### config.mk
export PLATFORM = sky130hd
export DESIGN_NAME = user_insn_dispatch
export DESIGN_NICKNAME = d
export VERILOG_FILES = /design/src/rtl/user_insn_dispatch_pkg.sv /design/src/rtl/user_insn_dispatch.sv
export SDC_FILE = /design/constraint.sdc
export NUM_CORES = 1
export LEC_CHECK = 0
export BUFFER_PORTS_ARGS = -buffer_cell sky130_fd_sc_hd__buf_2
export CAP_MARGIN = 5
export CELL_PAD_IN_SITES_DETAIL_PLACEMENT = 1
export CELL_PAD_IN_SITES_GLOBAL_PLACEMENT = 1
export CORE_ASPECT_RATIO = 1.2
export CORE_MARGIN = 2
export CORE_UTILIZATION = 35
export CTS_BUF_LIST = sky130_fd_sc_hd__clkbuf_4 sky130_fd_sc_hd__clkbuf_8 sky130_fd_sc_hd__clkbuf_16
export CTS_CLUSTER_DIAMETER = 60
export DETAILED_ROUTE_END_ITERATION = 8
export PLACE_DENSITY = 0.87
export REMOVE_ABC_BUFFERS = 1
export SLEW_MARGIN = 20
export SYNTH_ARGS = -nofsm -noshare
export SYNTH_HDL_FRONTEND = slang
export SYNTH_SLANG_ARGS = --single-unit
### constraint.sdc
create_clock -name clk -period 9.1 [get_ports clk]
set_clock_uncertainty 0.15 [all_clocks]
set_input_delay 1.82 -clock clk [delete_from_list [all_inputs] [get_ports clk]]
set_output_delay 1.82 -clock clk [all_outputs]
set_load 0.05 [all_outputs]
### src/rtl/user_insn_dispatch_pkg.sv
// Shared definitions for the LM32 user-instruction dispatcher: FSM state
// encodings, fixed bus widths, the default error result and the unit-select
// field width helper.
package user_insn_dispatch_pkg;

  localparam int unsigned OPCODE_W  = 11;
  localparam int unsigned DATA_W    = 32;
  localparam int unsigned ERR_CNT_W = 8;
  localparam int unsigned TIMER_W   = 16;
  localparam int unsigned STATE_W   = 2;

  localparam logic [STATE_W-1:0] ST_IDLE     = 2'd0;
  localparam logic [STATE_W-1:0] ST_ISSUE    = 2'd1;
  localparam logic [STATE_W-1:0] ST_RESP     = 2'd2;
  localparam logic [STATE_W-1:0] ST_WAIT_LOW = 2'd3;

  localparam logic [DATA_W-1:0] ERR_RESULT_DEFAULT = 32'hDEAD_BEEF;

  // Width of the unit-select field; a single unit still gets one bit.
  function automatic int unsigned sel_width(input int unsigned num_units);
    return (num_units <= 2) ? 1 : $clog2(num_units);
  endfunction

endpackage

### src/rtl/user_insn_dispatch.sv
// user_insn_dispatch
//   Sequences the LM32 user-instruction port onto NUM_UNITS accelerator units.
//   A unit index is decoded from the opcode, a req/ack transaction is run
//   against that unit and its result is handed back to the CPU as a one-cycle
//   completion pulse. Unmapped opcodes and units that never ack return
//   ERR_RESULT and bump a saturating error counter.
// Ports
//   clk, rst                      clock, async active-high reset
//   user_valid/opcode/operand_0/1 CPU request (level, held until complete)
//   user_result, user_complete    CPU response (result zero outside the pulse)
//   unit_req                      one-hot request, held until ack or timeout
//   unit_opcode, unit_op0/1       sub-opcode and operands latched at issue
//   unit_ack, unit_result         per-unit ack pulse and result bus
//   busy                          dispatcher not idle
//   err_count                     saturating timeout + unmapped count
module user_insn_dispatch
  import user_insn_dispatch_pkg::*;
#(
  parameter int unsigned       NUM_UNITS  = 4,
  parameter int unsigned       SEL_LSB    = 7,
  parameter int unsigned       TIMEOUT    = 1023,
  parameter logic [DATA_W-1:0] ERR_RESULT = ERR_RESULT_DEFAULT
) (
  input  logic                        clk,
  input  logic                        rst,
  input  logic                        user_valid,
  input  logic [OPCODE_W-1:0]         user_opcode,
  input  logic [DATA_W-1:0]           user_operand_0,
  input  logic [DATA_W-1:0]           user_operand_1,
  output logic [DATA_W-1:0]           user_result,
  output logic                        user_complete,
  output logic [NUM_UNITS-1:0]        unit_req,
  output logic [SEL_LSB-1:0]          unit_opcode,
  output logic [DATA_W-1:0]           unit_op0,
  output logic [DATA_W-1:0]           unit_op1,
  input  logic [NUM_UNITS-1:0]        unit_ack,
  input  logic [DATA_W*NUM_UNITS-1:0] unit_result,
  output logic                        busy,
  output logic [ERR_CNT_W-1:0]        err_count
);

  localparam int unsigned SW        = sel_width(NUM_UNITS);
  localparam int unsigned UPPER_LSB = SEL_LSB + SW;
  localparam int unsigned NU_P2     = 1 << SW;
  localparam int unsigned RES_PAD_W = DATA_W * NU_P2;

  logic [STATE_W-1:0]   state_q,     state_d;
  logic [SW-1:0]        sel_q,       sel_d;
  logic [TIMER_W-1:0]   timer_q,     timer_d;
  logic [NUM_UNITS-1:0] unit_req_q,  unit_req_d;
  logic [SEL_LSB-1:0]   unit_opc_q,  unit_opc_d;
  logic [DATA_W-1:0]    unit_op0_q,  unit_op0_d;
  logic [DATA_W-1:0]    unit_op1_q,  unit_op1_d;
  logic [DATA_W-1:0]    result_q,    result_d;
  logic                 complete_q,  complete_d;
  logic                 busy_q,      busy_d;
  logic [ERR_CNT_W-1:0] err_q,       err_d;
  logic                 err_inc_c;

  // Opcode decode: select field plus a must-be-zero field above it.
  logic [SW-1:0] sel_c;
  logic          upper_nz_c;
  logic          mapped_c;

  assign sel_c      = user_opcode[SEL_LSB +: SW];
  assign upper_nz_c = (user_opcode >> UPPER_LSB) != '0;
  assign mapped_c   = !upper_nz_c && (32'(sel_c) < NUM_UNITS);

  // Ack/result of the latched unit; buses padded to a power of two so the
  // select index always covers the vector exactly.
  logic [NU_P2-1:0]     ack_pad_c;
  logic [RES_PAD_W-1:0] res_pad_c;
  logic                 ack_sel_c;
  logic [DATA_W-1:0]    res_sel_c;

  assign ack_pad_c = NU_P2'(unit_ack);
  assign res_pad_c = RES_PAD_W'(unit_result);
  assign ack_sel_c = ack_pad_c[sel_q];
  assign res_sel_c = res_pad_c[DATA_W*sel_q +: DATA_W];

  logic expiry_c;
  assign expiry_c = (timer_q == TIMER_W'(TIMEOUT - 1));

  // Next-state and registered-output logic.
  always_comb begin
    state_d    = state_q;
    sel_d      = sel_q;
    timer_d    = timer_q;
    unit_req_d = unit_req_q;
    unit_opc_d = unit_opc_q;
    unit_op0_d = unit_op0_q;
    unit_op1_d = unit_op1_q;
    result_d   = '0;
    complete_d = 1'b0;
    err_inc_c  = 1'b0;

    case (state_q)
      ST_IDLE: begin
        if (user_valid) begin
          if (mapped_c) begin
            sel_d      = sel_c;
            unit_req_d = NUM_UNITS'(1) << sel_c;
            unit_opc_d = user_opcode[SEL_LSB-1:0];
            unit_op0_d = user_operand_0;
            unit_op1_d = user_operand_1;
            timer_d    = '0;
            state_d    = ST_ISSUE;
          end else begin
            result_d   = ERR_RESULT;
            complete_d = 1'b1;
            err_inc_c  = 1'b1;
            state_d    = ST_RESP;
          end
        end
      end

      ST_ISSUE: begin
        timer_d = timer_q + TIMER_W'(1);
        // An ack landing on the expiry cycle still counts as a good response.
        if (ack_sel_c) begin
          unit_req_d = '0;
          result_d   = res_sel_c;
          complete_d = 1'b1;
          state_d    = ST_RESP;
        end else if (expiry_c) begin
          unit_req_d = '0;
          result_d   = ERR_RESULT;
          complete_d = 1'b1;
          err_inc_c  = 1'b1;
          state_d    = ST_RESP;
        end
      end

      ST_RESP: begin
        state_d = ST_WAIT_LOW;
      end

      ST_WAIT_LOW: begin
        // Wait for the CPU to drop valid so a held request is not reissued.
        if (!user_valid) begin
          state_d = ST_IDLE;
        end
      end

      default: begin
        state_d = ST_IDLE;
      end
    endcase

    busy_d = (state_d != ST_IDLE);
    err_d  = (err_inc_c && (err_q != '1)) ? err_q + ERR_CNT_W'(1) : err_q;
  end

  // State and output registers.
  always_ff @(posedge clk or posedge rst) begin
    if (rst) begin
      state_q    <= ST_IDLE;
      sel_q      <= '0;
      timer_q    <= '0;
      unit_req_q <= '0;
      unit_opc_q <= '0;
      unit_op0_q <= '0;
      unit_op1_q <= '0;
      result_q   <= '0;
      complete_q <= 1'b0;
      busy_q     <= 1'b0;
      err_q      <= '0;
    end else begin
      state_q    <= state_d;
      sel_q      <= sel_d;
      timer_q    <= timer_d;
      unit_req_q <= unit_req_d;
      unit_opc_q <= unit_opc_d;
      unit_op0_q <= unit_op0_d;
      unit_op1_q <= unit_op1_d;
      result_q   <= result_d;
      complete_q <= complete_d;
      busy_q     <= busy_d;
      err_q      <= err_d;
    end
  end

  assign user_result   = result_q;
  assign user_complete = complete_q;
  assign unit_req      = unit_req_q;
  assign unit_opcode   = unit_opc_q;
  assign unit_op0      = unit_op0_q;
  assign unit_op1      = unit_op1_q;
  assign busy          = busy_q;
  assign err_count     = err_q;

endmodule

---- Yosys cells after proc, flatten, opt, wreduce, memory -nomap -nowiden ----
Index checks and enable logic that the tools add are counted.
word-level totals
  register bits after elaboration ......... 137
  latch bits .............................. 0
  memory bits (writable) .................. 0
  memory bits (read-only) ................. 0
  input port bits ......................... 210
  output and inout bits ................... 117
  word-level logic and storage cells ...... 61
  memories ................................ 0
cells by class
  add/sub/neg operators ................... 2
  multiply operators ...................... 0
  div/mod/pow operators ................... 0
  $lt $le $gt $ge ......................... 1
  eq/ne operators ......................... 8
  shifts and indexed selects .............. 2
  muxes and demuxes ....................... 28
  bitwise operators ....................... 1
  reduce and logical (&&, ||, !) cells .... 8
operators with widths
  operator                                                    number
  2-to-1 mux 32 bit                                           4
  indexed part select 128 x 8 -> 32 bit                       1
  case mux 32 bit (2 select lines)                            1
  2-to-1 mux 16 bit                                           2
  case mux 16 bit (2 select lines)                            1
  adder 16 x 1 -> 16 bit, second input constant               1
  equality test 16 x 10 -> 1 bit, second input constant       1
  2-to-1 mux 4 bit                                            4
  nonzero test 11 bit                                         1
  2-to-1 mux 2 bit                                            5
  adder 8 x 1 -> 8 bit, second input constant                 1
  != test 8 bit, second input constant                        1
  case mux 2 bit (4 select lines)                             1
  case mux 4 bit (2 select lines)                             1
  2-to-1 mux 1 bit                                            6
  AND reduction 3 bit                                         2
  equality test 2 bit, second input constant                  2
  != test 2 bit, second input constant                        2
  case mux 1 bit (2 select lines)                             2
  AND reduction 4 bit                                         1
  nonzero test 2 bit                                          2
  left shift 1 x 2 -> 4 bit, first input constant             1
  less-than comparator 2 x 3 -> 1 bit, second input constant  1
  != test 3 bit, second input constant                        1
  5 further kinds                                             5

---- Depth between registers and ports, before layout ----
  word-level depth ........................ 5
  mapped depth ............................ 9

---- Worst setup path before layout ----
OpenSTA, ideal clock, no wires.
  path type ............................... in2reg
  start point ............................. in unit_ack[1]
  end point ............................... reg err_q[5] (netlist: err_count[5])
  data arrival time ....................... 2910 ps
  setup slack ............................. 5915 ps
  cell stages on the path ................. 6
  cell sequence ........................... mux2_4 > o22ai_1 > a21bo_1 > buf_6 > nand4_2 > mux2_4
between the ends
  cells in the longest elaborated chain, start to end .. 5
RTL lines
  item                                    RTL line                   text
  from (decl)                             user_insn_dispatch.sv:36   input logic [NUM_UNITS-1:0] unit_ack,
  binary-select mux 1 bit (select 2 bit)  user_insn_dispatch.sv:78   assign ack_sel_c = ack_pad_c[sel_q];
  2-to-1 mux 1 bit (not written as such)  user_insn_dispatch.sv:78
  2-to-1 mux 1 bit                        user_insn_dispatch.sv:120  if (ack_sel_c) begin
  case mux 1 bit (2 select lines)         user_insn_dispatch.sv:97   case (state_q)
  logical AND 1 bit                       user_insn_dispatch.sv:151  err_d = (err_inc_c && (err_q != '1)) ? err_q + ERR_CNT_W'(1) : err_q;
  to (signal assigned)                    user_insn_dispatch.sv:179  err_q <= err_d;
  to (decl)                               user_insn_dispatch.sv:57   logic [ERR_CNT_W-1:0] err_q, err_d;
Every way passes these cells. The select of a mux whose other input is x is not followed.
A chain may end at the register's enable or synchronous reset.

---- Final worst setup path ----
  start point ............................. in unit_ack[1]
  end point ............................... reg result_q[27] (netlist: user_result[27])
between the ends
  cells in the longest elaborated chain, start to end .. 4
RTL lines
  item                                    RTL line                   text
  binary-select mux 1 bit (select 2 bit)  user_insn_dispatch.sv:78
  2-to-1 mux 1 bit (not written as such)  user_insn_dispatch.sv:78
  2-to-1 mux 32 bit                       user_insn_dispatch.sv:120
  case mux 32 bit (2 select lines)        user_insn_dispatch.sv:97
  named net result_d[27]                  user_insn_dispatch.sv:54   logic [DATA_W-1:0] result_q, result_d;
  to (signal assigned)                    user_insn_dispatch.sv:176  result_q <= result_d;
  to (decl)                               user_insn_dispatch.sv:54
The timed path passes the listed nets, and every way through them passes these cells. The select of a mux whose other input is x is not followed.

==> out/metrics.csv <==
metric,value,unit
status,"complete, no violations",
synth warn,0,
post-CTS resize count,0,
placed cell area,7960,µm²
Seq cells post-synth,137,
Die Ht,150,µm
Required @ worst endpoint,9.20,ns
clock network fraction of design power,0.211,
"antenna viol nets, final",0,
Synth cell types,45,
Root Driver,clkbuf_16,
synthesized cell area,6190,µm²
Initial Util,0.355,
DRT Pass-1 Iters,4,
critical path endpoint category,register,
clk_lat worst skew,0.41,ns
pins over their slew limit,0,
Synth Flop Type,dfrtp_1,
Setup CP Type,in -> reg,
TritonCTS clock tree,yes,
internal cell power,1.67,mW
Seq. cell area,3430,µm²
first-pass GRT wire length,30600,µm
initial antenna violation count,4,
htree depth,4,
LEAKAGE,4.73,nW
post-detail-place hpwl,14900,µm
"wirelength, routed",19300,µm
Worst R2R Path Depth,6,
grt total ovfl,0,
routed vias,5644,
HP Class,reg -> reg,
top-level port count,327,
CTS Hold Bufs,0,
Overall Power,3.20,mW
sequential-to-total area share from yosys stat,0.554,
area taken by multi-input logic gates,2560,µm²
gpl congestion,0.833,
CTS Buf Count,17,
PD cells,375,nW/µm²
Synth top area share,0.554,
hold-critical path depth,2,
fraction of registers with async set/reset,1.00,
CP Max Fanout,26,
Post-synth EDFFs,0,
Psw,1.53,mW
critical path arrival,3.63,ns
clock sink total,137,
CTS Buffer Depth,2,
Reg power frac,0.306,
Slowest cell on crit path,and2_1,
vias in the first global route,5886,
Post-CTS Setup Bufs,0,
Final nets,1133,
Final Hold Fails,0,
TNS Setup,0,ns
"top cells by count, synth","240 x nand2_1, 137 x dfrtp_1, 58 x nor2_1",
Sw Ratio,0.477,
RSZ-0062 raised after global routing,false,
Post-Synthesis Cells,606,
largest net degree at the start of global routing,88,
final worst-path cycle share,0.388,
Iter 0 DRT Violations,180,
Std-Cell Rows,53,
CP startpoint,unit_ack[1],
Routed wire per std cell,16.7,µm
Final Setup Violations,0,
Slew headroom,0.322,
area grow syn2layout,38.0,%
Period minus WS final,3.53,ns
Crit path depth,6,
die area,18800,µm²
clk slew on worst S/H paths,0.06,ns
worst path cell trace,buf_2 > mux2_4 > mux2_2 > o21ai_1 > and2_1 > nor2_1,
share of cells above drive strength 1,0.435,
DR vias/cell,4.88,
top post-synthesis cells by area,"dfrtp_1 55%, nand2_1 15%, mux4_2 12%",
syn avg cell area,10.2,µm²
DRC viols,0,
FMAX,0.283,GHz
VDD IR max,0.146,mV
I/O Buffers,326,
Logic pwr share,0.483,
"count leader, synth",nand2_1,
Worst Tran Pin Value,1.02,ns
Core ar.,17400,µm²
fillers,2082,
max_cap viols,0,
"CP delay by family, top",simple AND/OR/NAND/NOR gates,
cell taking the most area after synthesis,dfrtp_1,
critical path's largest stage delay,0.77,ns
r2r startpoint,sel_q[1],
GRT Total Usage,0.208,
design area,8550,µm²
Hold Path Origin,unit_op1[18],
die width,125,µm
Worst setup SP type,input port,
Final Core Density,0.490,
Worst Path Buf+Inv,1,
through the flow:
step                      setup slack, ns  cells  hold WS [ns]
final                                5.57   1156         0.319
after global routing                 5.36   1153         0.340
after CTS                            5.54   1153         0.322
after detailed placement             5.10   1121         0.307
after global placement               5.18   1121         0.302
after floorplan                      2.54    571         0.291
final timing paths:
| check | endpoint | slack, ns |
|---|---|---|
| setup / recovery | user_result[27] | 5.57 |
| hold / removal | unit_op1[18] | 0.32 |
| setup reg to reg | user_result[27] | 6.28 |
| min in group asynchronous | unit_op0[26] | 1.35 |
| max in group asynchronous | sel_q[0] | 6.11 |
| hold reg to reg | unit_op1[18] | 0.32 |
power groups by stage:
stage | registers, mW | logic [mW] | clock network, mW
floorplan | 1.70 | 0.430 | 0
global placement | 0.978 | 1.53 | 0
detailed placement | 0.990 | 1.56 | 0
CTS | 0.981 | 1.57 | 0.694
global route | 1.01 | 1.66 | 0.721
finish | 0.980 | 1.55 | 0.675
flip-flops by register name, indices dropped and copies added, names as in the netlist:
| register | cells |
|---|---|
| busy | 1 |
| err_count | 8 |
| sel_q | 2 |
| state_q | 2 |
| timer_q | 16 |
| unit_op0 | 32 |
| unit_op1 | 32 |
| unit_opcode | 7 |
| unit_req | 4 |
| user_complete | 1 |
| user_result | 32 |
metal layers:
layer,global-route usage,up-vias,share of wire,wire length [µm]
li1,-,2646,-,-
met1,0.229,2718,0.39,7490
met2,0.384,252,0.52,10100
met3,0.0579,28,0.066,1280
met4,0.0761,0,0.021,410
met5,0,-,0,0
cells in the final DEF (no fill, tap or decap), types with 2 or more instances in the layout:
cell type,synthesis,layout
buf_2,8,326
nand2_1,240,240
dfrtp_1,137,136
nor2_1,58,58
mux4_2,32,32
clkbuf_16,0,17
and3_1,14,14
nand3_1,12,11
o21ai_0,8,8
inv_1,7,6
a21oi_1,6,6
mux2i_1,6,6
clkinv_2,0,5
nor3_1,5,4
and4_1,4,4
a41oi_1,4,4
buf_4,4,4
diode_2,0,3
mux2_4,3,3
and2_1,3,3
xor2_1,3,3
ha_1,3,3
clkinvlp_4,0,3
nand3b_1,2,2
mux2_2,2,2
inv_6,0,2
a21o_1,2,2
bufinv_16,0,2
clkbuf_4,0,2
worst register-to-register path, delay by kind of cell (launching register included):
| family | cells | cell delay [ns] |
|---|---|---|
| buffers and inverters | 1 | 0.38 |
| muxes | 2 | 0.70 |
| and+or+nand+nor | 2 | 0.91 |
| AOI/OAI and AO/OA | 1 | 0.18 |
| DFF | 1 | 0.32 |
logic make-up (layout without fill, tap and decap cells):
kind of cell,after synthesis,in the layout,synth area share
flip-flops,137,137,0.554
XOR/XNOR,4,4,0.00566
other,0,3,0
AND/OR/NAND/NOR,348,348,0.232
multiplexers,43,43,0.137
AO/OA/AOI/OAI,28,28,0.0295
buffers and inverters,43,370,0.0362
adder cells (fa/ha/maj),3,3,0.00606
layout make-up:
| class | instances | area share |
|---|---|---|
| diodes | 3 | 0.000878 |
| multi-input cells | 426 | 0.299 |
| inverters | 8 | 0.00410 |
| well taps | 220 | 0.0322 |
| flip-flops and latches | 137 | 0.401 |
| clock inverters | 12 | 0.0146 |
| repair buffers | 330 | 0.194 |
| clock buffers | 20 | 0.0531 |
No activity file was read; power rests on OpenSTA's default activity.
